===== src/rtl/regfile_pkg.sv =====
// Shared constants for the multi-ported register file.
// Used by regfile_mp and regfile_scoreboard.
package regfile_pkg;

  localparam int XLEN = 32;
  localparam int REG_ADDR_W = 5;
  localparam logic REGWE_WRITE = 1'b1;
  localparam int X0 = 0;

endpackage


===== src/rtl/regfile_scoreboard.sv =====
// Pending-write counters, issue acceptance and busy flags.
// REGFILE_BYPASS_EN: busy reflects same-cycle write retirements.
module regfile_scoreboard
  import regfile_pkg::*;
#(
  parameter int DEPTH = 32,
  parameter int NUM_RD = 2,
  parameter int NUM_WR = 2,
  parameter int PEND_W = 2,
  localparam int AW = $clog2(DEPTH)
) (
  input  logic                 clk,
  input  logic                 rst,
  input  logic [NUM_RD*AW-1:0] rs_addr,
  output logic [NUM_RD-1:0]    rs_busy,
  input  logic [NUM_WR-1:0]    we,
  input  logic [NUM_WR*AW-1:0] wr_addr,
  input  logic                 iss_valid,
  input  logic [AW-1:0]        iss_rd,
  output logic                 iss_stall
);

  localparam int PMAX = (1 << PEND_W) - 1;

  logic [PEND_W-1:0] cnt     [DEPTH];
  logic [PEND_W-1:0] cnt_nxt [DEPTH];
  logic [PEND_W-1:0] eff     [DEPTH];
  int                hits    [DEPTH];
  logic              accept;
  logic              iss_ok;

  // Count write ports retiring a producer of each register
  always_comb begin
    for (int r = 0; r < DEPTH; r++) hits[r] = 0;
    for (int p = 0; p < NUM_WR; p++) begin
      if (we[p] == REGWE_WRITE) begin
        hits[wr_addr[p*AW +: AW]] += 1;
      end
    end
  end

  // Effective count, acceptance and clamped next count
  always_comb begin
    int d;
    d = 0;
    iss_ok = iss_valid && (int'(iss_rd) != X0);
    for (int r = 0; r < DEPTH; r++) begin
      d = int'(cnt[r]) - hits[r];
      eff[r] = (d > 0) ? PEND_W'(d) : '0;
    end
    accept = iss_ok && (int'(eff[iss_rd]) < PMAX);
    iss_stall = iss_ok && !accept;
    for (int r = 0; r < DEPTH; r++) begin
      d = int'(cnt[r]) - hits[r];
      if (accept && int'(iss_rd) == r) d = d + 1;
      if (d < 0) d = 0;
      if (d > PMAX) d = PMAX;
      cnt_nxt[r] = (r == X0) ? '0 : PEND_W'(d);
    end
  end

  // Counter state, cleared asynchronously
  always_ff @(posedge clk or posedge rst) begin
    if (rst) begin
      for (int r = 0; r < DEPTH; r++) cnt[r] <= '0;
    end else begin
      for (int r = 0; r < DEPTH; r++) cnt[r] <= cnt_nxt[r];
    end
  end

  // Busy flag per read port, x0 never busy
  always_comb begin
    logic [AW-1:0] a;
    a = '0;
    for (int i = 0; i < NUM_RD; i++) begin
      a = rs_addr[i*AW +: AW];
`ifdef REGFILE_BYPASS_EN
      rs_busy[i] = (int'(a) != X0) && (eff[a] != '0);
`else
      rs_busy[i] = (int'(a) != X0) && (cnt[a] != '0);
`endif
    end
  end

endmodule


===== src/rtl/regfile_mp.sv =====
// Multi-ported register file with pending-write scoreboard.
// REGFILE_BYPASS_EN: reads forward same-cycle write data.
module regfile_mp #(
  parameter int XLEN = regfile_pkg::XLEN,
  parameter int DEPTH = 32,
  parameter int NUM_RD = 2,
  parameter int NUM_WR = 2,
  parameter int PEND_W = 2,
  localparam int AW = $clog2(DEPTH)
) (
  input  logic                   clk,
  input  logic                   rst,
  input  logic [NUM_RD*AW-1:0]   rs_addr,
  output logic [NUM_RD*XLEN-1:0] rs_data,
  output logic [NUM_RD-1:0]      rs_busy,
  input  logic [NUM_WR-1:0]      we,
  input  logic [NUM_WR*AW-1:0]   wr_addr,
  input  logic [NUM_WR*XLEN-1:0] wr_data,
  input  logic                   iss_valid,
  input  logic [AW-1:0]          iss_rd,
  output logic                   iss_stall
);

  import regfile_pkg::*;

  logic [XLEN-1:0] rf [DEPTH];

  // Data array; later ports overwrite earlier ones on collision
  always_ff @(posedge clk or posedge rst) begin
    if (rst) begin
      for (int r = 0; r < DEPTH; r++) rf[r] <= '0;
    end else begin
      for (int p = 0; p < NUM_WR; p++) begin
        if (we[p] == REGWE_WRITE &&
            int'(wr_addr[p*AW +: AW]) != X0) begin
          rf[wr_addr[p*AW +: AW]] <= wr_data[p*XLEN +: XLEN];
        end
      end
    end
  end

  // Read muxes; x0 reads zero, bypass favours highest port
  always_comb begin
    logic [AW-1:0] a;
    a = '0;
    for (int i = 0; i < NUM_RD; i++) begin
      a = rs_addr[i*AW +: AW];
      rs_data[i*XLEN +: XLEN] = rf[a];
`ifdef REGFILE_BYPASS_EN
      for (int p = 0; p < NUM_WR; p++) begin
        if (!rst && we[p] == REGWE_WRITE &&
            wr_addr[p*AW +: AW] == a) begin
          rs_data[i*XLEN +: XLEN] = wr_data[p*XLEN +: XLEN];
        end
      end
`endif
      if (int'(a) == X0) rs_data[i*XLEN +: XLEN] = '0;
    end
  end

  regfile_scoreboard #(
    .DEPTH  (DEPTH),
    .NUM_RD (NUM_RD),
    .NUM_WR (NUM_WR),
    .PEND_W (PEND_W)
  ) u_sb (
    .clk       (clk),
    .rst       (rst),
    .rs_addr   (rs_addr),
    .rs_busy   (rs_busy),
    .we        (we),
    .wr_addr   (wr_addr),
    .iss_valid (iss_valid),
    .iss_rd    (iss_rd),
    .iss_stall (iss_stall)
  );

endmodule


===== config.mk =====
export PLATFORM = sky130hd
export DESIGN_NAME = regfile_mp
export DESIGN_NICKNAME = d
export VERILOG_FILES = /design/src/rtl/regfile_pkg.sv /design/src/rtl/regfile_scoreboard.sv /design/src/rtl/regfile_mp.sv
export SDC_FILE = /design/constraint.sdc
export NUM_CORES = 2
export LEC_CHECK = 0
export CAP_MARGIN = 20
export CORE_ASPECT_RATIO = 0.8
export CORE_MARGIN = 4
export CORE_UTILIZATION = 35
export DETAILED_ROUTE_END_ITERATION = 8
export SYNTH_ARGS = -nofsm -noshare
export SYNTH_HDL_FRONTEND = slang
export SYNTH_SLANG_ARGS = --single-unit

===== constraint.sdc =====
create_clock -name clk -period 82.1 [get_ports clk]
set_input_delay 16.42 -clock clk [delete_from_list [all_inputs] [get_ports clk]]
set_output_delay 16.42 -clock clk [all_outputs]
set_load 0.01 [all_outputs]

# After elaboration in Yosys (flattened, before gate mapping)
# Memories as Yosys holds them, arrays and structs flattened.
# Index checks and enable logic that the tools add are counted.
[word_totals] register_bits=1086 mem_bits_ro=1024 input_bits=94 word_cells=476 n_memories=1
[mem_list] name="(no name shown)" depth=32 word_bits=32 rd=1 rd_ports_with_merged_regs=0 write_ports=0 line_no="regfile_scoreboard.sv:37" rtl="hits[wr_addr[p*AW +: AW]] += 1;"
[op_classes] n_addsub=65 order_cmp=102 eq_ne=31 muxes=158 n_bitwise=6 n_reduce_logical=50
[ops] cell="two-way mux 1024 bit" n=4
[ops] cell="bitwise mux 1024 bit" n=3
[ops] cell="two-way mux 32 bit" n=74
[ops] cell="adder 32 x 2 -> 32 bit, second input constant" n=33
[ops] cell="bitwise AND 1024 bit" n=1
[ops] cell="> comparator 32 x 1 -> 1 bit, second input constant" n=32
[ops] cell="> comparator 32 x 3 -> 1 bit, second input constant" n=31
[ops] cell="< comparator 32 x 1 -> 1 bit, second input constant" n=31
[ops] cell="subtractor 3 x 32 -> 32 bit" n=31
[ops] cell="binary-select mux 32 bit (select 5 bit)" n=3
[ops] cell="demux 32 bit (select 5 bit)" n=2
[ops] cell="two-way mux 2 bit" n=69
[ops] cell="== test 5 bit, second input constant" n=16
[ops] cell="== test 5 x 4 -> 1 bit, second input constant" n=8
[ops] cell="logical AND 1 bit" n=40
[ops] cell="subtractor 1 x 32 -> 32 bit, first input constant" n=1
[ops] cell="binary-select mux 2 bit (select 5 bit)" n=3
[ops] cell="greater-or-equal comparator 6 bit, second input constant" n=5
[ops] cell="inverter 5 -> 6 bit" n=5
[ops] cell="nonzero test 5 bit" n=5
[ops] cell="== test 5 x 3 -> 1 bit, second input constant" n=4
[ops] cell="< comparator 6 x 1 -> 1 bit, second input constant" n=2
[ops] cell="== test 5 x 2 -> 1 bit, second input constant" n=2
[ops] cell="logical NOT 5 bit" n=2
[ops] cell="4 further kinds" n=5

# Depth between registers and ports, before layout
[depth] ltp_word=27 mapped_depth=21 mapped_depth_nobuf=16

# Cells and area by module
# A second synthesis with hierarchy kept.
[hier_totals] cells_unflattened=7282 hier_area_um2=72752.3
[by_module_without_submodules] mod="regfile_mp" n_inst=1 cells_each=6114 area_per_inst_um2=63465.9 seq_area_each_um2=25624.6
[by_module_without_submodules] mod="regfile_scoreboard" n_inst=1 cells_each=1168 area_per_inst_um2=9286.4 seq_area_each_um2=1551.5

# Worst setup path before layout
# Ideal clock, no wire load.
[synth_path] path_kind="input to output" startpoint="input port wr_addr[3]" endpoint="output port iss_stall" arrival_time_ns=20.653 path_slack_ns=45.027 cell_stages=19 path_cell_list="clkbuf_1 -> nand2b_1 -> nor2_1 -> nand2_1 -> mux4_2 -> nor2_1 -> nor3_1 -> buf_2 -> nor2_1 -> fa_1 -> ha_1 -> nor4b_1 -> nor4_1 -> nor4_1 -> o22ai_1 -> nor4_4 -> buf_6 -> a41oi_1 -> nor2_1"
[synth_between] elab_chain_cells=23 elab_cells_between_ends=121 cone_classes="add/sub (34); order compare (35); mux (45); bitwise (2); reduce/logical (4); memory (1)"
[synth_rtl] item="from (decl)" line_no="regfile_mp.sv:17" rtl="input logic [NUM_WR*AW-1:0] wr_addr,"
[synth_rtl] item="inverter 5 -> 6 bit (implied by the code) *" line_no="regfile_scoreboard.sv:37"
[synth_rtl] item="memory (32 x 32 bit), or another cell as far along"
[synth_rtl] item="two-way mux 32 bit (implied by the code) / logical AND 1 bit (equally long branches)" line_no="regfile_scoreboard.sv:37"
[synth_rtl] item="two-way mux 32 bit (implied by the code)" line_no="regfile_scoreboard.sv:37"
[synth_rtl] item="adder 32 x 2 -> 32 bit / demux 32 bit (select 5 bit) (equally long branches)" line_no="regfile_scoreboard.sv:37"
[synth_rtl] item="bitwise AND 1024 bit (no line) *"
[synth_rtl] item="two-way mux 1024 bit *" line_no="regfile_scoreboard.sv:36" rtl="if (we[p] == REGWE_WRITE) begin"
[synth_rtl] item="binary-select mux 32 bit (select 5 bit)" line_no="regfile_scoreboard.sv:37"
[synth_rtl] item="(+6 left out)"
[synth_rtl] item="> comparator 32 x 1 -> 1 bit" line_no="regfile_scoreboard.sv:49" rtl="eff[r] = (d > 0) ? PEND_W'(d) : '0;"
[synth_rtl] item="two-way mux 2 bit" line_no="regfile_scoreboard.sv:49"
[synth_rtl] item="binary-select mux 2 bit (select 5 bit) *" line_no="regfile_scoreboard.sv:51" rtl="accept = iss_ok && (int'(eff[iss_rd]) < PMAX);"
[synth_rtl] item="two-way mux 2 bit (implied by the code) * (2 in a row)" line_no="regfile_scoreboard.sv:51"
[synth_rtl] item="< comparator 2 bit *" line_no="regfile_scoreboard.sv:51"
[synth_rtl] item="logical AND 1 bit *" line_no="regfile_scoreboard.sv:51"
[synth_rtl] item="logical NOT 1 bit *" line_no="regfile_scoreboard.sv:52" rtl="iss_stall = iss_ok && !accept;"
[synth_rtl] item="logical AND 1 bit *" line_no="regfile_scoreboard.sv:52"
[synth_rtl] item="to (decl)" line_no="regfile_mp.sv:21" rtl="output logic iss_stall"
# Every way passes the cells marked *; elsewhere a longest branch is shown, timed or not. The select of a mux whose other input is x is not followed.

# Final worst setup path
# Ends and elaborated chain as after synthesis.

==> results.cfg <==
[yosys]
synth.avg_cell_area_um2 = 9.954
synthesis.nets = 7479
synth_enable_flop_cells = 0
yosys.cell_types.count = 65
synthCells = 7197
ys_seq_area_frac = 0.3793
synth_flop_cell = sky130_fd_sc_hd__dfrtp_1
asyncSetResetFlopFracSynth = 1.000
synth_seq_cells = 1086
yosysWarnings = 0
netlist_area_um2 = 71640

[drt]
wire_per_inst_um = 30.62
drt_wl_total_um = 296600
drt_first_iter_violations = 8919
detailedRoute.firstPassIterationCount = 7
drc_errors = 0
routed-via-count = 60860
ant_nets = 0
routed_via_density = 6.283

[clocking]
clock_sink_count = 1086
clock_insertion_delay_worst_skew_ns = 0.79
clock-root-buffer = sky130_fd_sc_hd__clkbuf_16
cts_inserted_buffers = 119
cts.hold.buffers_added = 0
tritoncts_clock_tree = done
post_cts_buffers = 0
count_of_cells_resized_by_post_cts_repair = 0
htree_levels = 3
clockBufferDepth = 3
clk_pin_slew_ns = 0.06

[setup_path]
critPathMaxStageDelay_ns = 0.99
worst-r2r-setup-slack_ns = 77.86
crit_required_ns = 65.68
crit_path_cell_trace = clkdlybuf4s50_1 > nor2b_1 > and3_1 > nand2_4 > mux4_2 > nor2_1 > nor3_2 > buf_4 > nor3_1 > fa_1 > ha_1 > nor3_1 > o32ai_1 > nor3_1 > o41ai_1 > nor4_4 > buf_4 > a41oi_1 > nor2_1 > clkdlybuf4s50_1
rr_endpoint = u_sb.cnt[46]
rr_worst_depth = 12
critical_path.most_common_cell = sky130_fd_sc_hd__nor3_1
worst-path-max-fanout = 36
setup.worst_path.class = input pin to primary output
startpoint_type_of_the_worst_setup_path = input pin
worstSetupEndpointType = primary output
worst_path_bufs_invs = 4
arrival_ns = 23.67
timing.critical_path.max_delay_family = simple AND/OR/NAND/NOR gates
critPathSlowestCell = sky130_fd_sc_hd__clkdlybuf4s50_1
rr_startpoint = u_sb.cnt[40]

[min_path]
hp-start = rf[1021]
hold_path.class = register to register
holdPathStages = 0
worstHoldEndpoint = rf[1021]

[global_routing]
grt_antenna_before_repair = 30
groute.layer.met1.usage = 0.3588
grt_max_degree = 177
use_met3 = 0.07858
grt_util_all_layers = 0.2735
grt_first_pass_wirelength_um = 424400
grt_util_met2 = 0.4043
overflow = 0
first_global_vias = 58883
grt-busiest-layer = met2

[timing]
timing.final.crit_share = 0.4883
final_period_minus_worst_setup_slack_ns = 40.09
final.setup.tns_ns = 0
grt_setup_unrepaired = no
final.setup_skew_ns = 0.03402
final-max-slew-violation-count = 0
maxSlewHeadroom = 0.1680
hold_viol_final = 0
clock.fmax_mhz = 24.95
final_setup_vio_count = 0
worstMarginPinSlew_ns = 1.248

[layout]
areaGrowthSynthToFinish_pct = 11.62
postLayoutCellArea_um2 = 79960
drive_gt1_frac = 0.1703
finalNetCount = 7157

[pwr]
power_leakage_nw = 35.11
max-vdd-ir-drop_uv = 19.70
power_density_nw_per_um2 = 25.24

[floorplanning]
floorplan.die.width_um = 513.8
rows = 148
ios = 161
design.die.area_um2 = 212000
core_area_um2 = 203500
die_height_um = 412.7
initial_utilization = 0.3520

[status]
outcome = finished, final reports clean

[placed_design]
place.gp.congestion = 0.9268
placed_cell_area_um2 = 75600
placement.io_buffers = 160
detailedPlacementHpwl_um = 175800

[run]
cap_violations = 0
## synthesized netlist by cell type, drive strengths merged, types with 17 or more instances
master / number / area (um^2)
nand2: 1231 / 4626
dfrtp: 1086 / 27180
nor2: 881 / 3307
mux4: 651 / 14660
clkbuf: 629 / 2361
mux2i: 587 / 5876
o21ai: 498 / 2492
a31oi: 322 / 2014
a21oi: 297 / 1486
inv: 160 / 600.6
ha: 157 / 1964
buf: 155 / 663.1
nor3: 118 / 625.6
a22oi: 74 / 555.5
mux2: 63 / 709.4
nor4: 60 / 558.0
nand3: 49 / 245.2
fa: 31 / 620.6
and3: 18 / 112.6
o22ai: 17 / 106.4
## per-layer routing
metal | up-vias | wire length, um
li1 | 25175 | -
met1 | 30431 | 112200
met2 | 4310 | 128600
met3 | 934 | 36200
met4 | 10 | 19450
met5 | - | 76
## final cells by class
class | instances | area (um^2)
Antenna cell | 18 | 45.04
Clock buffer | 173 | 3512
Clock inverter | 42 | 620.6
Fill cell | 19415 | 123500
Inverter | 161 | 611.8
Multi-Input combinational cell | 5166 | 41380
Sequential cell | 1086 | 27180
Tap cell | 2700 | 3378
Timing Repair Buffer | 341 | 3237
## flip-flops by register name, indices dropped and copies added, names as in the netlist
signal and cells:
u_sb.cnt 62, rf 1024
## layout by cell type, fill, tap and decap left out, types with 29 or more instances in the layout
cell,synthesis,final
sky130_fd_sc_hd__mux4_2,651,651
sky130_fd_sc_hd__a31oi_1,322,322
sky130_fd_sc_hd__mux2_2,31,31
sky130_fd_sc_hd__dfrtp_1,1086,1086
sky130_fd_sc_hd__buf_4,5,167
sky130_fd_sc_hd__mux2_1,32,32
sky130_fd_sc_hd__nand2_1,1229,1190
sky130_fd_sc_hd__nor4_1,42,41
sky130_fd_sc_hd__clkdlybuf4s50_1,0,148
sky130_fd_sc_hd__o21ai_0,498,498
sky130_fd_sc_hd__ha_1,157,157
sky130_fd_sc_hd__fa_1,31,31
sky130_fd_sc_hd__nor2_4,0,29
sky130_fd_sc_hd__nor3_1,111,105
sky130_fd_sc_hd__clkbuf_8,0,31
sky130_fd_sc_hd__a22oi_1,74,74
sky130_fd_sc_hd__nand3_1,49,47
sky130_fd_sc_hd__a21oi_1,297,297
sky130_fd_sc_hd__clkbuf_16,0,120
sky130_fd_sc_hd__nor2_1,881,852
sky130_fd_sc_hd__mux2i_1,587,587
sky130_fd_sc_hd__inv_1,160,159
## how the worst max path moves through the flow
stage,cells past startpoint,slack [ns],start,to
3_3_place_gp,20,42.21,wr_addr[3],iss_stall
3_5_place_dp,20,42.16,wr_addr[3],iss_stall
5_1_grt,19,41.73,wr_addr[3],iss_stall
2_1_floorplan,1,35.11,rst,rf[0]
6_report,20,42.01,wr_addr[3],iss_stall
4_1_cts,20,42.13,wr_addr[3],iss_stall
## power breakdown
| part | switching, W | internal, W | leakage, nW |
|---|---|---|---|
| combinational | 0.000318 | 0.000325 | 19.8 |
| sequential | 0.000115 | 0.000680 | 13.3 |
| clock | 0.000243 | 0.000336 | 2.01 |
| total | 0.000677 | 0.00134 | 35.1 |
## cell families (layout without fill, tap and decap cells)
| logic type | after synthesis | count (layout) | share of synthesized area |
|---|---|---|---|
| xor+xnor | 2 | 2 | 0.0002446 |
| fa+ha+maj | 188 | 188 | 0.03608 |
| mux | 1301 | 1301 | 0.2966 |
| flops | 1086 | 1086 | 0.3793 |
| other cells | 0 | 18 | 0 |
| buf+inv | 945 | 717 | 0.05065 |
| simple gates | 2423 | 2423 | 0.1390 |
| compound gates | 1252 | 1252 | 0.09807 |
## metrics by stage
stage | instances | worst slack, ns | hold WS (ns) | util | power, W
3_3_place_gp | 9441 | 42.21 | 0.3763 | 0.3709 | 0.001398
4_1_cts | 9661 | 42.13 | 0.3967 | 0.3918 | 0.002007
2_1_floorplan | 7197 | 35.11 | 0.4413 | - | 0.001227
6_report | 9687 | 42.01 | 0.3937 | 0.3929 | 0.002018
5_1_grt | 9682 | 41.73 | 0.4053 | 0.3929 | 0.002113
3_5_place_dp | 9446 | 42.16 | 0.3840 | 0.3715 | 0.001430
Power figures use the tool's default switching activity.
